<file path="config.mk">
export PLATFORM = sky130hd
export DESIGN_NAME = lcd_pixel_driver
export DESIGN_NICKNAME = d
export VERILOG_FILES = /design/src/rtl/lcd_pixel_driver_pkg.sv /design/src/rtl/lcd_sync_counter.sv /design/src/rtl/lcd_pixel_driver.sv
export SDC_FILE = /design/constraint.sdc
export NUM_CORES = 1
export LEC_CHECK = 0
export BUFFER_PORTS_ARGS = -buffer_cell sky130_fd_sc_hd__buf_2
export CAP_MARGIN = 20
export CORE_ASPECT_RATIO = 1.1
export CORE_MARGIN = 2
export CORE_UTILIZATION = 25
export CTS_CLUSTER_DIAMETER = 40
export DETAILED_ROUTE_END_ITERATION = 10
export GPL_TIMING_DRIVEN = 0
export PLACE_DENSITY = 0.55
export SYNTH_ARGS = -nofsm -noshare
export SYNTH_HDL_FRONTEND = slang
export SYNTH_HIERARCHICAL = 1
export SYNTH_SLANG_ARGS = --single-unit
</file>
<file path="constraint.sdc">
create_clock -name i_Clk -period 3.1 [get_ports i_Clk]
set_clock_uncertainty 0.1 [all_clocks]
set_input_delay 0.155 -clock i_Clk [delete_from_list [all_inputs] [get_ports i_Clk]]
set_output_delay 0.155 -clock i_Clk [all_outputs]
set_load 0.05 [all_outputs]
</file>
<file path="src/rtl/lcd_pixel_driver_pkg.sv">
// Panel timing defaults, FSM encodings and sizing helpers shared by the LCD pixel driver.
// Purely declarative: no logic, no latency, no flow control.
package lcd_pixel_driver_pkg;

    localparam int H_ACTIVE_DEF = 480;
    localparam int H_FP_DEF     = 8;
    localparam int H_SYNC_DEF   = 4;
    localparam int H_BP_DEF     = 43;

    localparam int V_ACTIVE_DEF = 200;
    localparam int V_FP_DEF     = 2;
    localparam int V_SYNC_DEF   = 10;
    localparam int V_BP_DEF     = 12;

    localparam int CLK_DIV_DEF  = 4;
    localparam int FRAME_PIXELS = H_ACTIVE_DEF * V_ACTIVE_DEF;
    localparam int RGB_W        = 16;

    localparam logic [0:0] ST_WAIT = 1'b0;
    localparam logic [0:0] ST_RUN  = 1'b1;

    // Counter width able to hold 0..n-1, never narrower than one bit.
    function automatic int cnt_width(input int n);
        return (n <= 2) ? 1 : $clog2(n);
    endfunction

endpackage

</file>
<file path="src/rtl/lcd_sync_counter.sv">
// One raster axis: counts 0..TOTAL-1 on i_En, flags wrap and decodes active/sync windows.
// Decodes are combinational from the current count; no backpressure, advances only on i_En.
module lcd_sync_counter
    import lcd_pixel_driver_pkg::*;
#(
    parameter int ACTIVE = H_ACTIVE_DEF,
    parameter int FP     = H_FP_DEF,
    parameter int SYNC   = H_SYNC_DEF,
    parameter int BP     = H_BP_DEF
) (
    input  logic i_Clk,
    input  logic i_Reset,
    input  logic i_En,
    output logic o_Wrap,
    output logic o_Active,
    output logic o_Sync
);

    localparam int TOTAL = ACTIVE + FP + SYNC + BP;
    localparam int W     = cnt_width(TOTAL);

    // One extra bit so window edges equal to 2**W still compare correctly.
    localparam logic [W:0] LAST       = (W+1)'(TOTAL - 1);
    localparam logic [W:0] ACT_END    = (W+1)'(ACTIVE);
    localparam logic [W:0] SYNC_START = (W+1)'(ACTIVE + FP);
    localparam logic [W:0] SYNC_END   = (W+1)'(ACTIVE + FP + SYNC);

    logic [W-1:0] r_count;
    logic [W:0]   w_count_x;

    assign w_count_x = {1'b0, r_count};

    always_ff @(posedge i_Clk) begin
        if (i_Reset) begin
            r_count <= '0;
        end else if (i_En) begin
            if (w_count_x == LAST) begin
                r_count <= '0;
            end else begin
                r_count <= r_count + W'(1);
            end
        end
    end

    assign o_Wrap   = i_En && (w_count_x == LAST);
    assign o_Active = (w_count_x < ACT_END);
    assign o_Sync   = (w_count_x >= SYNC_START) && (w_count_x < SYNC_END);

endmodule

</file>
<file path="src/rtl/lcd_pixel_driver.sv">
// LCD raster timing generator popping one RGB565 word from a show-ahead FIFO per active pixel.
// Outputs register on each pixel tick (CLK_DIV cycles); an empty FIFO never stalls timing, it blanks and flags underflow.
module lcd_pixel_driver
    import lcd_pixel_driver_pkg::*;
#(
    parameter int H_ACTIVE        = H_ACTIVE_DEF,
    parameter int H_FP            = H_FP_DEF,
    parameter int H_SYNC          = H_SYNC_DEF,
    parameter int H_BP            = H_BP_DEF,
    parameter int V_ACTIVE        = V_ACTIVE_DEF,
    parameter int V_FP            = V_FP_DEF,
    parameter int V_SYNC          = V_SYNC_DEF,
    parameter int V_BP            = V_BP_DEF,
    parameter int CLK_DIV         = CLK_DIV_DEF,
    parameter int SYNC_ACTIVE_LOW = 1
) (
    input  logic             i_Clk,
    input  logic             i_Reset,
    input  logic             i_First_Data_Ready,
    input  logic [RGB_W-1:0] i_Pixel_Data,
    input  logic             i_Pixel_Out_Empty,
    output logic             o_FIFO_Rd,
    output logic             o_LCD_Clk,
    output logic             o_HSync,
    output logic             o_VSync,
    output logic             o_DE,
    output logic [RGB_W-1:0] o_RGB,
    output logic             o_Underflow
);

    localparam int             DIV_W     = cnt_width(CLK_DIV);
    localparam logic [DIV_W:0] DIV_LAST  = (DIV_W+1)'(CLK_DIV - 1);
    localparam logic [DIV_W:0] DIV_HALF  = (DIV_W+1)'(CLK_DIV / 2);
    localparam logic           SYNC_IDLE = (SYNC_ACTIVE_LOW != 0);

    logic [DIV_W-1:0] r_div;
    logic [DIV_W-1:0] w_div_next;
    logic             r_lcd_clk;
    logic [0:0]       r_state;
    logic             r_hsync;
    logic             r_vsync;
    logic             r_de;
    logic [RGB_W-1:0] r_rgb;
    logic             r_underflow;

    logic w_tick;
    logic w_pix_tick;
    logic w_h_wrap;
    logic w_h_active;
    logic w_h_sync;
    logic w_v_wrap;
    logic w_v_active;
    logic w_v_sync;
    logic w_active;
    logic w_fifo_rd;

    assign w_tick     = ({1'b0, r_div} == DIV_LAST);
    assign w_div_next = w_tick ? '0 : r_div + DIV_W'(1);

    // The tick that sees ready in WAIT already emits pixel (0,0).
    assign w_pix_tick = w_tick && ((r_state == ST_RUN) || i_First_Data_Ready);
    assign w_active   = w_h_active && w_v_active;
    assign w_fifo_rd  = w_pix_tick && w_active && !i_Pixel_Out_Empty && !i_Reset;

    lcd_sync_counter #(
        .ACTIVE (H_ACTIVE),
        .FP     (H_FP),
        .SYNC   (H_SYNC),
        .BP     (H_BP)
    ) u_h_cnt (
        .i_Clk    (i_Clk),
        .i_Reset  (i_Reset),
        .i_En     (w_pix_tick),
        .o_Wrap   (w_h_wrap),
        .o_Active (w_h_active),
        .o_Sync   (w_h_sync)
    );

    lcd_sync_counter #(
        .ACTIVE (V_ACTIVE),
        .FP     (V_FP),
        .SYNC   (V_SYNC),
        .BP     (V_BP)
    ) u_v_cnt (
        .i_Clk    (i_Clk),
        .i_Reset  (i_Reset),
        .i_En     (w_h_wrap),
        .o_Wrap   (w_v_wrap),
        .o_Active (w_v_active),
        .o_Sync   (w_v_sync)
    );

    // Low for the first half of the pixel period so the panel samples mid-pixel.
    always_ff @(posedge i_Clk) begin
        if (i_Reset) begin
            r_div     <= '0;
            r_lcd_clk <= 1'b0;
        end else begin
            r_div     <= w_div_next;
            r_lcd_clk <= ({1'b0, w_div_next} >= DIV_HALF);
        end
    end

    always_ff @(posedge i_Clk) begin
        if (i_Reset) begin
            r_state <= ST_WAIT;
        end else if (w_tick && (r_state == ST_WAIT) && i_First_Data_Ready) begin
            r_state <= ST_RUN;
        end
    end

    always_ff @(posedge i_Clk) begin
        if (i_Reset) begin
            r_hsync     <= SYNC_IDLE;
            r_vsync     <= SYNC_IDLE;
            r_de        <= 1'b0;
            r_rgb       <= '0;
            r_underflow <= 1'b0;
        end else if (w_pix_tick) begin
            r_hsync <= w_h_sync ? !SYNC_IDLE : SYNC_IDLE;
            r_vsync <= w_v_sync ? !SYNC_IDLE : SYNC_IDLE;
            r_de    <= w_active;
            r_rgb   <= w_fifo_rd ? i_Pixel_Data : '0;
            if (w_active && i_Pixel_Out_Empty) begin
                r_underflow <= 1'b1;
            end
        end
    end

    assign o_FIFO_Rd   = w_fifo_rd;
    assign o_LCD_Clk   = r_lcd_clk;
    assign o_HSync     = r_hsync;
    assign o_VSync     = r_vsync;
    assign o_DE        = r_de;
    assign o_RGB       = r_rgb;
    assign o_Underflow = r_underflow;

    // Frame wrap needs no action: the vertical counter returns to 0 by itself.
    logic w_unused;
    assign w_unused = w_v_wrap;

endmodule
</file>
==> results.cfg <==
[sta]
report.final.setup_viol = 0
hold_ws_ps = 6.91
final_max_slew_viol_count = 0
hold_viol_final = 0
relSlewSlack = 0.583
fmax_mhz = 365
worst_pin_slew_ps = 618
min_period_over_period = 0.885
final.setup.tns_ps = 0
final.min_clock_period_ps = 2740
rsz0062_at_grt = false

[global_routing]
grt_max_degree = 15
antenna_found_initial = 0
track_usage = 0.105
first_global_vias = 1403
grt_overflow_total = 0
grt_pass1_wl_um = 6720

[worst_setup_path]
startpoint = r_div[1]
arrival_ps = 2860
end_kind = flop
path_cells = ha_1, o21ai_4, inv_4, buf_6, buf_4, nand3_2, buf_6, nor3_1, buf_2, nand4_1, or4_1, a41oi_1
required_ps = 3220
crit_top_cell = buf_6
start_kind = flop
cp_slowest_cell = or4_1
reg2reg_from = r_div[1]
max_stage_delay_ps = 490
critPathKind = reg -> reg
crit_path_max_fanout = 10

[drt]
num_vias = 1569
met2WireLength_um = 1880
drc = 0
ant_nets = 0
avgRoutedWirePerCell_um = 12.0
met3_length_um = 205
drt_wl_total_um = 4060
wl_met1_um = 1900
top_layer_used = met4
first_iter_violations = 72
viasPerCell = 4.64
drt_pass1_iterations = 4

[finish]
antennaDiodeCount = 0
seq_area_um2 = 821
fill_cells = 742
layout-drive-gt1-share = 0.253
multi_input_area_um2 = 883
fin_nets = 276
area_growth_pct = 24.8

[floorplanning]
core_area_um2 = 7010
die-area_um2 = 7930
io-pin-count = 42
die_height_um = 93.2
die_width_um = 85.1
start_util = 0.258
std_cell_rows = 32

[clock_network]
cts_resized = 0
hold_buffers = 1
h-tree-depth = 2
post-cts-setup-buffers = 0
cts_sinks = 41
cts_root_buf = clkbuf_8
clk_latency_ps = 290
cts_tree = done
clockBufferDepth = 2
cts_made_buffers = 5
clkSlewWorstSetupHoldPaths_ps = 80

[placement]
globalplace.congestion = 0.771
hpwl_um = 2880
io_buffer_count = 41

[synth]
syn-cell-area_um2 = 1810
syn-num-nets = 226
synth_cells = 202
yosysWarningCount = 6
post_synth.cell_area_avg_um2 = 8.96

[power_and_ir_drop]
clock_power_share = 0.414
p_per_area_nw_per_um2 = 476
seq_power_share = 0.505
p_int_w = 0.000830
ir_drop_v = 0.000224
p_sw_w = 0.000245
power_leakage_nw = 0.854
p_comb_frac = 0.081
p_sw_frac = 0.228

[hold_path]
hp-start = i_Pixel_Data[5]
hp-class = in -> reg

[flow_run]
drv_cap = 0

[status]
status = completed
==> layout by cell type (no fill, tap or decap), drive strengths merged, types with 2 or more instances in the layout <==
| cell type | count |
|---|---|
| or3 | 5 |
| dfxtp | 41 |
| nand3 | 21 |
| ha | 4 |
| xor2 | 5 |
| o211ai | 2 |
| xnor2 | 3 |
| nor3 | 4 |
| inv | 6 |
| a41oi | 2 |
| nor2b | 2 |
| dlygate4sd3 | 2 |
| o31ai | 6 |
| a31oi | 2 |
| clkbuf | 9 |
| nor2 | 13 |
| nand2 | 23 |
| a21oi | 26 |
| o21ai | 5 |
| nand4 | 6 |
| buf | 49 |
| or4 | 4 |
==> layer usage <==
| metal | global-route usage | up-vias |
|---|---|---|
| li1 | - | 819 |
| met1 | 0.135 | 713 |
| met2 | 0.164 | 31 |
| met3 | 0.0344 | 6 |
| met4 | 0.0357 | 0 |
| met5 | 0 | - |
==> path summary, 6_finish.rpt <==
path	cells past startpoint	endpoint	slack [ps]
max reg2reg	12	u_v_cnt/r_count[7]	360
min	3	o_RGB[5]	7
max	12	u_v_cnt/r_count[7]	360
min reg2reg	1	r_div[0]	320
==> sequential cells by signal, summed over array words and instances (netlist names) <==
signal	count
o_RGB	16
u_h_cnt/r_count	10
u_v_cnt/r_count	8
r_div	2
o_DE	1
o_HSync	1
o_Underflow	1
o_VSync	1
r_state	1
==> final cells by class <==
cell class / count / share of cell area
tap: 85 / 0.0471
inverter: 6 / 0.0111
multi-input combinational: 145 / 0.391
clock inverter: 1 / 0.0133
timing repair buffer: 43 / 0.0998
buffer: 10 / 0.0355
clock buffer: 7 / 0.0382
sequential: 41 / 0.364
==> stage by stage <==
| stage | utilization | setup WS, ps | instances | total power (W) | cell area [um2] |
|---|---|---|---|---|---|
| 5_1_grt | 0.322 | 166 | 338 | 0.00112 | 2260 |
| 2_1_floorplan | - | 225 | 202 | 0.000610 | 1810 |
| 3_3_place_gp | 0.303 | 367 | 328 | 0.000640 | 2120 |
| 6_report | 0.322 | 357 | 338 | 0.00108 | 2260 |
| 4_1_cts | 0.321 | 322 | 337 | 0.00109 | 2250 |
| 3_5_place_dp | 0.303 | 329 | 328 | 0.000641 | 2120 |
==> power groups by stage <==
stage	Sequential (W)	Combinational, W	Clock [W]
6_report	0.000543	0.0000872	0.000445
5_1_grt	0.000544	0.0000958	0.000479
4_1_cts	0.000543	0.0000873	0.000458
3_5_place_dp	0.000555	0.0000860	0
3_3_place_gp	0.000555	0.0000852	0
2_1_floorplan	0.000573	0.0000374	0
==> critical path: cells and delay by family, from the launching register on <==
| kind | cells | cell delay, ps |
|---|---|---|
| simple gates | 4 | 870 |
| buf+inv | 5 | 780 |
| flops | 1 | 340 |
| compound gates | 2 | 340 |
| fa+ha+maj | 1 | 240 |
Power figures use the tool's default switching activity.
